===== src/rtl/sprite_addr_gen.sv =====
// -----------------------------------------------------------------------------
// sprite_addr_gen
//
// Multi-sprite pattern address generator for the Avalon VGA peripheral. It sits
// between the VGA timing counter and the sprite pattern ROM/RAM. NUM_SPRITES
// slots are evaluated in parallel. The lowest-index visible slot that covers
// the current pixel wins, and its pattern address comes out two clock cycles
// after the pixel was presented.
//
// Tile addressing has no per-pixel modulo or multiply. Each slot keeps running
// counters instead:
//   cx       column inside the tile, wraps at res_h
//   ry       row inside the tile, wraps at res_v
//   row_base ry*res_h, built up by repeated addition
//
// Sprite and pattern descriptors are double-buffered. The live inputs are
// copied into shadow registers on frame_sync, and all logic runs from the
// shadows, so the host can rewrite descriptors mid-frame without tearing.
//
// Optional feature (define SPRITE_COLLISION_EN):
//   collision      1 when two or more enabled slots hit the pixel (aligned
//                  with out_en)
//   collision_seen sticky; set by any collision, cleared by frame_sync
//
// Ports:
//   clk, reset_n   clock, asynchronous active-low reset
//   pattern_info   per slot s, [80s+79:80s] =
//                  {append, res_h, res_v, act_h, act_v}, 16 bits each
//   sprite_info    per slot s, [32s+31:32s] =
//                  {visible, flip, x_pos[9:0], y_pos[9:0], shift[9:0]}
//   frame_sync     vblank pulse that loads the shadow registers
//   pix_en         pixel strobe; hcount/vcount are valid while it is high
//   hcount/vcount  current pixel column/row
//   addr_out       pattern address of the winning slot (0 when no hit)
//   hit            a visible sprite covers the pixel
//   sprite_id      index of the winning slot (0 when no hit)
//   out_en         pix_en delayed two cycles; qualifies the three outputs above
// -----------------------------------------------------------------------------
module sprite_addr_gen #(
  parameter int NUM_SPRITES = 4,
  parameter int ADDR_W      = 16,
  parameter int COORD_W     = 10,
  localparam int ID_W       = (NUM_SPRITES > 1) ? $clog2(NUM_SPRITES) : 1
) (
  input  logic                      clk,
  input  logic                      reset_n,
  input  logic [NUM_SPRITES*80-1:0] pattern_info,
  input  logic [NUM_SPRITES*32-1:0] sprite_info,
  input  logic                      frame_sync,
  input  logic                      pix_en,
  input  logic [COORD_W-1:0]        hcount,
  input  logic [COORD_W-1:0]        vcount,
  output logic [ADDR_W-1:0]         addr_out,
  output logic                      hit,
  output logic [ID_W-1:0]           sprite_id,
  output logic                      out_en
`ifdef SPRITE_COLLISION_EN
  ,
  output logic                      collision,
  output logic                      collision_seen
`endif
);

  localparam int CW1 = COORD_W + 1;

  typedef struct packed {
    logic [15:0] append;
    logic [15:0] res_h;
    logic [15:0] res_v;
    logic [15:0] act_h;
    logic [15:0] act_v;
  } pattern_t;

  typedef struct packed {
    logic       visible;
    logic       flip;
    logic [9:0] x_pos;
    logic [9:0] y_pos;
    logic [9:0] shift;
  } sprite_t;

  // ---------------------------------------------------------------------------
  // Shadow descriptors
  // ---------------------------------------------------------------------------
  pattern_t pat_q [NUM_SPRITES];
  sprite_t  spr_q [NUM_SPRITES];

  // NOTE: the shadow arrays are reset on purpose. Clearing visible is what
  // keeps every slot dark from reset until the first frame_sync, so this
  // storage must not be left uninitialised the way a plain RAM would be.
  // NOTE: every clocked block uses non-blocking (<=) assignments, so all
  // registers sample their inputs at the same edge.
  always_ff @(posedge clk or negedge reset_n) begin
    if (!reset_n) begin
      for (int s = 0; s < NUM_SPRITES; s++) begin
        pat_q[s] <= '0;
        spr_q[s] <= '0;
      end
    end else if (frame_sync) begin
      for (int s = 0; s < NUM_SPRITES; s++) begin
        pat_q[s] <= pattern_t'(pattern_info[80*s +: 80]);
        spr_q[s] <= sprite_t'(sprite_info[32*s +: 32]);
      end
    end
  end

  // ---------------------------------------------------------------------------
  // Per-slot span tests, counters and address
  // ---------------------------------------------------------------------------
  logic [COORD_W-1:0] x_pos_c   [NUM_SPRITES];
  logic [COORD_W-1:0] y_pos_c   [NUM_SPRITES];
  logic [CW1-1:0]     x_end     [NUM_SPRITES];
  logic [CW1-1:0]     y_end     [NUM_SPRITES];
  logic [16:0]        ry_inc    [NUM_SPRITES];
  logic [16:0]        cx_inc    [NUM_SPRITES];
  logic [15:0]        ry_q      [NUM_SPRITES];
  logic [15:0]        ry_nx     [NUM_SPRITES];
  logic [15:0]        cx_q      [NUM_SPRITES];
  logic [15:0]        cx_nx     [NUM_SPRITES];
  logic [15:0]        x_term    [NUM_SPRITES];
  logic [ADDR_W-1:0]  rb_q      [NUM_SPRITES];
  logic [ADDR_W-1:0]  rb_nx     [NUM_SPRITES];
  logic [ADDR_W-1:0]  slot_addr [NUM_SPRITES];
  logic [NUM_SPRITES-1:0] h_in;
  logic [NUM_SPRITES-1:0] v_in;
  logic [NUM_SPRITES-1:0] slot_en;
  logic [NUM_SPRITES-1:0] slot_hit;

  // NOTE: every variable of this block gets a value on every pass, either
  // directly or as a hold default before the conditional updates. A path that
  // leaves one unassigned would infer a latch.
  always_comb begin
    for (int s = 0; s < NUM_SPRITES; s++) begin
      slot_en[s] = spr_q[s].visible && (pat_q[s].res_h != '0) && (pat_q[s].res_v != '0);

      // Span ends are one bit wider than the coordinates, so a sprite that
      // runs off the right or bottom edge is clipped instead of wrapping
      // around to 0.
      x_pos_c[s] = COORD_W'(spr_q[s].x_pos);
      y_pos_c[s] = COORD_W'(spr_q[s].y_pos);
      x_end[s]   = {1'b0, x_pos_c[s]} + CW1'(pat_q[s].act_h);
      y_end[s]   = {1'b0, y_pos_c[s]} + CW1'(pat_q[s].act_v);
      h_in[s]    = (hcount >= x_pos_c[s]) && ({1'b0, hcount} < x_end[s]);
      v_in[s]    = (vcount >= y_pos_c[s]) && ({1'b0, vcount} < y_end[s]);

      // Row state advances once per line, on the hcount==0 pixel. That
      // pixel already sees the new value.
      ry_inc[s] = {1'b0, ry_q[s]} + 17'd1;
      ry_nx[s]  = ry_q[s];
      rb_nx[s]  = rb_q[s];
      if (pix_en && (hcount == '0)) begin
        if (vcount == y_pos_c[s]) begin
          ry_nx[s] = '0;
          rb_nx[s] = '0;
        end else if (v_in[s]) begin
          if (ry_inc[s] >= {1'b0, pat_q[s].res_v}) begin
            ry_nx[s] = '0;
            rb_nx[s] = '0;
          end else begin
            ry_nx[s] = ry_inc[s][15:0];
            rb_nx[s] = rb_q[s] + ADDR_W'(pat_q[s].res_h);
          end
        end
      end

      // Column state loads the start offset at x_pos and steps on each later
      // in-span pixel. Every pixel uses its own updated column.
      cx_inc[s] = {1'b0, cx_q[s]} + 17'd1;
      cx_nx[s]  = cx_q[s];
      if (pix_en) begin
        if (hcount == x_pos_c[s]) begin
          cx_nx[s] = (16'(spr_q[s].shift) < pat_q[s].res_h) ? 16'(spr_q[s].shift) : '0;
        end else if (h_in[s]) begin
          cx_nx[s] = (cx_inc[s] >= {1'b0, pat_q[s].res_h}) ? '0 : cx_inc[s][15:0];
        end
      end

      x_term[s]    = spr_q[s].flip ? (pat_q[s].res_h - 16'd1 - cx_nx[s]) : cx_nx[s];
      slot_addr[s] = ADDR_W'(pat_q[s].append) + rb_nx[s] + ADDR_W'(x_term[s]);
      slot_hit[s]  = pix_en && slot_en[s] && h_in[s] && v_in[s];
    end
  end

  // The counters hold by themselves whenever pix_en is low, because the next
  // values above only change on a strobed pixel.
  always_ff @(posedge clk or negedge reset_n) begin
    if (!reset_n) begin
      for (int s = 0; s < NUM_SPRITES; s++) begin
        cx_q[s] <= '0;
        ry_q[s] <= '0;
        rb_q[s] <= '0;
      end
    end else begin
      for (int s = 0; s < NUM_SPRITES; s++) begin
        cx_q[s] <= cx_nx[s];
        ry_q[s] <= ry_nx[s];
        rb_q[s] <= rb_nx[s];
      end
    end
  end

  // ---------------------------------------------------------------------------
  // Stage 1: per-slot hit and address
  // ---------------------------------------------------------------------------
  logic                   s1_en;
  logic [NUM_SPRITES-1:0] s1_hit;
  logic [ADDR_W-1:0]      s1_addr [NUM_SPRITES];

  always_ff @(posedge clk or negedge reset_n) begin
    if (!reset_n) begin
      s1_en  <= 1'b0;
      s1_hit <= '0;
      for (int s = 0; s < NUM_SPRITES; s++) s1_addr[s] <= '0;
    end else begin
      s1_en  <= pix_en;
      s1_hit <= slot_hit;
      for (int s = 0; s < NUM_SPRITES; s++) s1_addr[s] <= slot_addr[s];
    end
  end

  // ---------------------------------------------------------------------------
  // Stage 2: priority select, lowest index wins
  // ---------------------------------------------------------------------------
  logic              win_hit;
  logic [ID_W-1:0]   win_id;
  logic [ADDR_W-1:0] win_addr;

  // The scan runs from the highest index down, so the last match to write
  // the result is the lowest index.
  always_comb begin
    win_hit  = 1'b0;
    win_id   = '0;
    win_addr = '0;
    for (int s = NUM_SPRITES - 1; s >= 0; s--) begin
      if (s1_hit[s]) begin
        win_hit  = 1'b1;
        win_id   = ID_W'(s);
        win_addr = s1_addr[s];
      end
    end
  end

  always_ff @(posedge clk or negedge reset_n) begin
    if (!reset_n) begin
      out_en    <= 1'b0;
      hit       <= 1'b0;
      sprite_id <= '0;
      addr_out  <= '0;
    end else begin
      out_en    <= s1_en;
      hit       <= win_hit;
      sprite_id <= win_id;
      addr_out  <= win_addr;
    end
  end

`ifdef SPRITE_COLLISION_EN
  // Clearing the lowest set bit leaves something nonzero only if at least
  // two slots hit.
  logic multi_hit;
  assign multi_hit = (s1_hit & (s1_hit - 1'b1)) != '0;

  // frame_sync only arrives during vblank, when nothing can collide, so its
  // clear takes precedence over a set in the same cycle.
  always_ff @(posedge clk or negedge reset_n) begin
    if (!reset_n) begin
      collision      <= 1'b0;
      collision_seen <= 1'b0;
    end else begin
      collision <= multi_hit;
      if (frame_sync)     collision_seen <= 1'b0;
      else if (multi_hit) collision_seen <= 1'b1;
    end
  end
`endif

endmodule


===== config.mk =====
export PLATFORM = sky130hd
export DESIGN_NAME = sprite_addr_gen
export DESIGN_NICKNAME = d
export VERILOG_FILES = /design/src/rtl/sprite_addr_gen.sv
export SDC_FILE = /design/constraint.sdc
export NUM_CORES = 2
export LEC_CHECK = 0
export ABC_CLOCK_PERIOD_IN_PS = 9530
export CAP_MARGIN = 15
export CORE_ASPECT_RATIO = 1.75
export CORE_MARGIN = 5
export CORE_UTILIZATION = 30
export DETAILED_ROUTE_END_ITERATION = 6
export GPL_ROUTABILITY_DRIVEN = 0
export SLEW_MARGIN = 20
export SYNTH_ARGS = -nofsm -noshare
export SYNTH_HDL_FRONTEND = slang
export SYNTH_SLANG_ARGS = --single-unit

===== constraint.sdc =====
create_clock -name clk -period 9.53 [get_ports clk]
set_clock_uncertainty 0.15 [all_clocks]
set_input_delay 1.4295 -clock clk [delete_from_list [all_inputs] [get_ports clk]]
set_output_delay 1.4295 -clock clk [all_outputs]
set_load 0.005 [all_outputs]

==> flow_summary.toml <==
[yosys]
synth-seq-cells = 689
synth_cell_types = 111
async_flop_share_pct = 100
synthMuxAreaShare_pct = 4.63
syn_nets = 6440
synth_compound_area_share_pct = 17.7
ys.flop_type = "dfrtp_1"
synth-seq-area-share_pct = 35.2
synthSimpleGateAreaFrac_pct = 12.7
synth.avg_cell_area_sq_um = 9.21
yosysWarnings = 0
synth_enable_flop_cells = 0
synth_xor_area_share_pct = 6.13
synthCells = 5312
syn-cell-area_sq_mm = 0.0489
synth_fa_ha_area_share_pct = 18.0
synth_top_family_by_area = "adder cells"

[clocking]
cts_root_buf = "clkbuf_16"
clock_sink_count = 689
numCtsBuffers = 77
cts_tree = "built"
clock_path_buffers = 3
clk_pin_slew_ns = 0.07
h-tree-depth = 3
clk_latency_ns = 0.71

[sta]
rsz0062_at_grt = "false"
holdWs_ns = 0.200
setup_viol = 0
setup_tns_ns = 0
max_slew.worst_pin.slew_ns = 1.05
relSlewSlack_pct = 29.3
hold_viol_final = 0
drv_slew = 0
fmax_ghz = 0.113
post-route-period-util_pct = 92.9
fin_crit_ns = 8.85

[global_routing]
grt_usage_pct = 18.2
met3_usage_pct = 2.00
busiest_layer = "met2"
grt_max_degree = 216
grt.overflow.total = 0
use_met2_pct = 32.7
first_global_vias = 42483
grt_pass1_wl_um = 242000
grt_util_met1_pct = 21.5
antenna_found_initial = 14

[run]
maxCapViolations = 0

[setup_path]
slowest_stage = "fa_1"
cp-end-kind = "flip-flop"
critPathKind = "flip-flop to flip-flop"
cp_max_fo = 4
cp_data_required_time_ns = 9.95
cp_common_cell = "inv_1"
worst_ep_arrival_time_ns = 9.27
startpoint_type = "flip-flop"
slowest_delay_ns = 0.45

[pwr]
power_density_mw_per_mm2 = 209
vdd_drop_max_v = 0.000136
leakagePower_nw = 28.1

[die]
initial_core_util_pct = 30.1
row_count = 196
die_y_um = 544
dieWidth_um = 315
io_pins = 492
coreArea_sq_mm = 0.163
dieArea_sq_mm = 0.172

[cells_and_area]
design_area_sq_mm = 0.0596
stdcell_count = 8056
drive_gt1_share_pct = 8.97
fin_util_pct = 36.6
final_nets = 6942
syn_to_final_growth_pct = 21.7

[routing]
drcViolationCount = 0
final_antenna_net_count = 0
drtIter0Drc = 2138
first_pass_iters = 6
wl_per_cell_um = 19.7
wirelength_um = 159000
via_count = 40485
vias_per_cell = 5.03

[outcome]
status = "complete, no violations"

[min_path]
hp-class = "flip-flop to flip-flop"

[placement]
io_buffers = 451
hpwl_um = 128000
placedCellCount = 7913
postPlaceCellArea_sq_mm = 0.0567
==> stage by stage <==
step           power, mW  setup slack [ns]
2_1_floorplan       7.23              1.16
3_3_place_gp        9.06            0.0186
3_5_place_dp        9.17          -0.00147
4_1_cts             12.6             0.314
5_1_grt             13.4           0.00841
6_report            12.4             0.678
==> cells in the mapped netlist (all sizes together) (66+ instances only) <==
master	count	area, sq um
nor2	278	1050
nand2	499	1880
a21oi	373	1870
clkbuf	148	559
mux2	179	2020
xor2	124	1090
nand3	108	563
inv	553	2080
o21ai	504	2530
ha	576	7210
o21bai	66	495
and3	66	413
a21o	89	669
dfrtp	689	17200
xnor2	215	1890
fa	80	1600
==> per-layer routing <==
layer | vias up | share of wire, %
met5 | - | 0.0082
met2 | 963 | 50
met1 | 19650 | 41
met3 | 288 | 3.9
li1 | 19582 | -
met4 | 2 | 5.1
==> power breakdown <==
part	leakage, nW	internal (mW)	switching (mW)	total (mW)
combinational	18.2	2.38	2.93	5.31
sequential	8.50	3.37	0.442	3.81
clock	1.35	1.93	1.40	3.33
==> area by class of cell <==
| class | count | area, sq um |
|---|---|---|
| clock inverters | 40 | 559 |
| inverters | 554 | 2080 |
| fillers | 16376 | 103000 |
| multi-input cells | 3903 | 29100 |
| clock buffers | 98 | 2180 |
| flip-flops and latches | 689 | 17200 |
| repair buffers | 589 | 5650 |
| diodes | 5 | 12.5 |
| well taps | 2178 | 2730 |
==> final timing paths <==
check                                        from                endpoint  slack, ns  cells after the start
max in group asynchronous                 reset_n  pat_q[220]$_DFFE_PN0P_       6.80                      3
setup / recovery           pat_q[177]$_DFFE_PN0P_   s1_addr[47]$_DFF_PN0_       0.68                     43
setup reg to reg           pat_q[177]$_DFFE_PN0P_   s1_addr[47]$_DFF_PN0_       0.68                     43
min in group asynchronous                 reset_n    ry_q[10]$_DFFE_PN0P_       0.54                      1
hold reg to reg                   s1_en$_DFF_PN0_        out_en$_DFF_PN0_       0.20                      0
hold / removal                    s1_en$_DFF_PN0_        out_en$_DFF_PN0_       0.20                      0
==> critical path, delay by kind of cell, from the launching register on <==
kind	cells	cell delay (ns)
compound gates	19	3.72
xor+xnor	5	0.78
fa+ha+maj	6	1.67
buf+inv	7	0.74
flops	1	0.42
mux	1	0.21
simple gates	5	1.00
==> layout by cell type (no fill, tap or decap), drive strengths merged, types with 10 or more instances in the layout <==
master,synthesis,routed
buf,18,141
inv,553,561
mux2i,25,25
o21ai,504,504
or3,18,18
a211oi,21,21
o21bai,66,66
bufinv,0,11
mux2,179,179
a211o,17,17
a21oi,373,373
dfrtp,689,689
nand3,108,108
a31oi,19,19
xnor2,215,215
a221oi,12,12
clkinv,1,19
o41ai,11,11
a2111oi,10,10
a21o,89,89
nor3,60,60
o211ai,20,20
xor2,124,124
ha,576,576
o31ai,20,20
nand4,50,50
nor4,45,45
nor2,278,278
nor2b,61,61
clkdlybuf4s50,0,448
nand2,499,499
nand2b,42,42
a22oi,38,38
o21a,65,65
clkbuf,148,98
nand3b,15,15
fa,80,80
and3,66,66
a22o,46,46
and2,16,16
==> state kept, by name, indices dropped and copies added, names as in the netlist, 2 cells and up <==
register	count
spr_q	128
ry_q	64
cx_q	64
sprite_id	2
rb_q	64
pat_q	280
s1_hit	4
addr_out	16
s1_addr	64
==> kinds of logic (layout without fill, tap and decap cells) <==
kind of cell / Yosys count / in the layout
AO/OA/AOI/OAI: 1397 / 1397
AND/OR/NAND/NOR: 1305 / 1305
buffers and inverters: 720 / 1281
flip-flops: 689 / 689
adder cells (fa/ha/maj): 657 / 657
XOR/XNOR: 340 / 340
multiplexers: 204 / 204
other: 0 / 5
==> timing repair <==
item,CTS,global route
endpoints found under the hold margin,0,0
endpoints found under the setup margin,0,5
setup buffers,0,0
hold buffers,0,0
resized for setup,0,14
(Power assumes the default switching activity.)
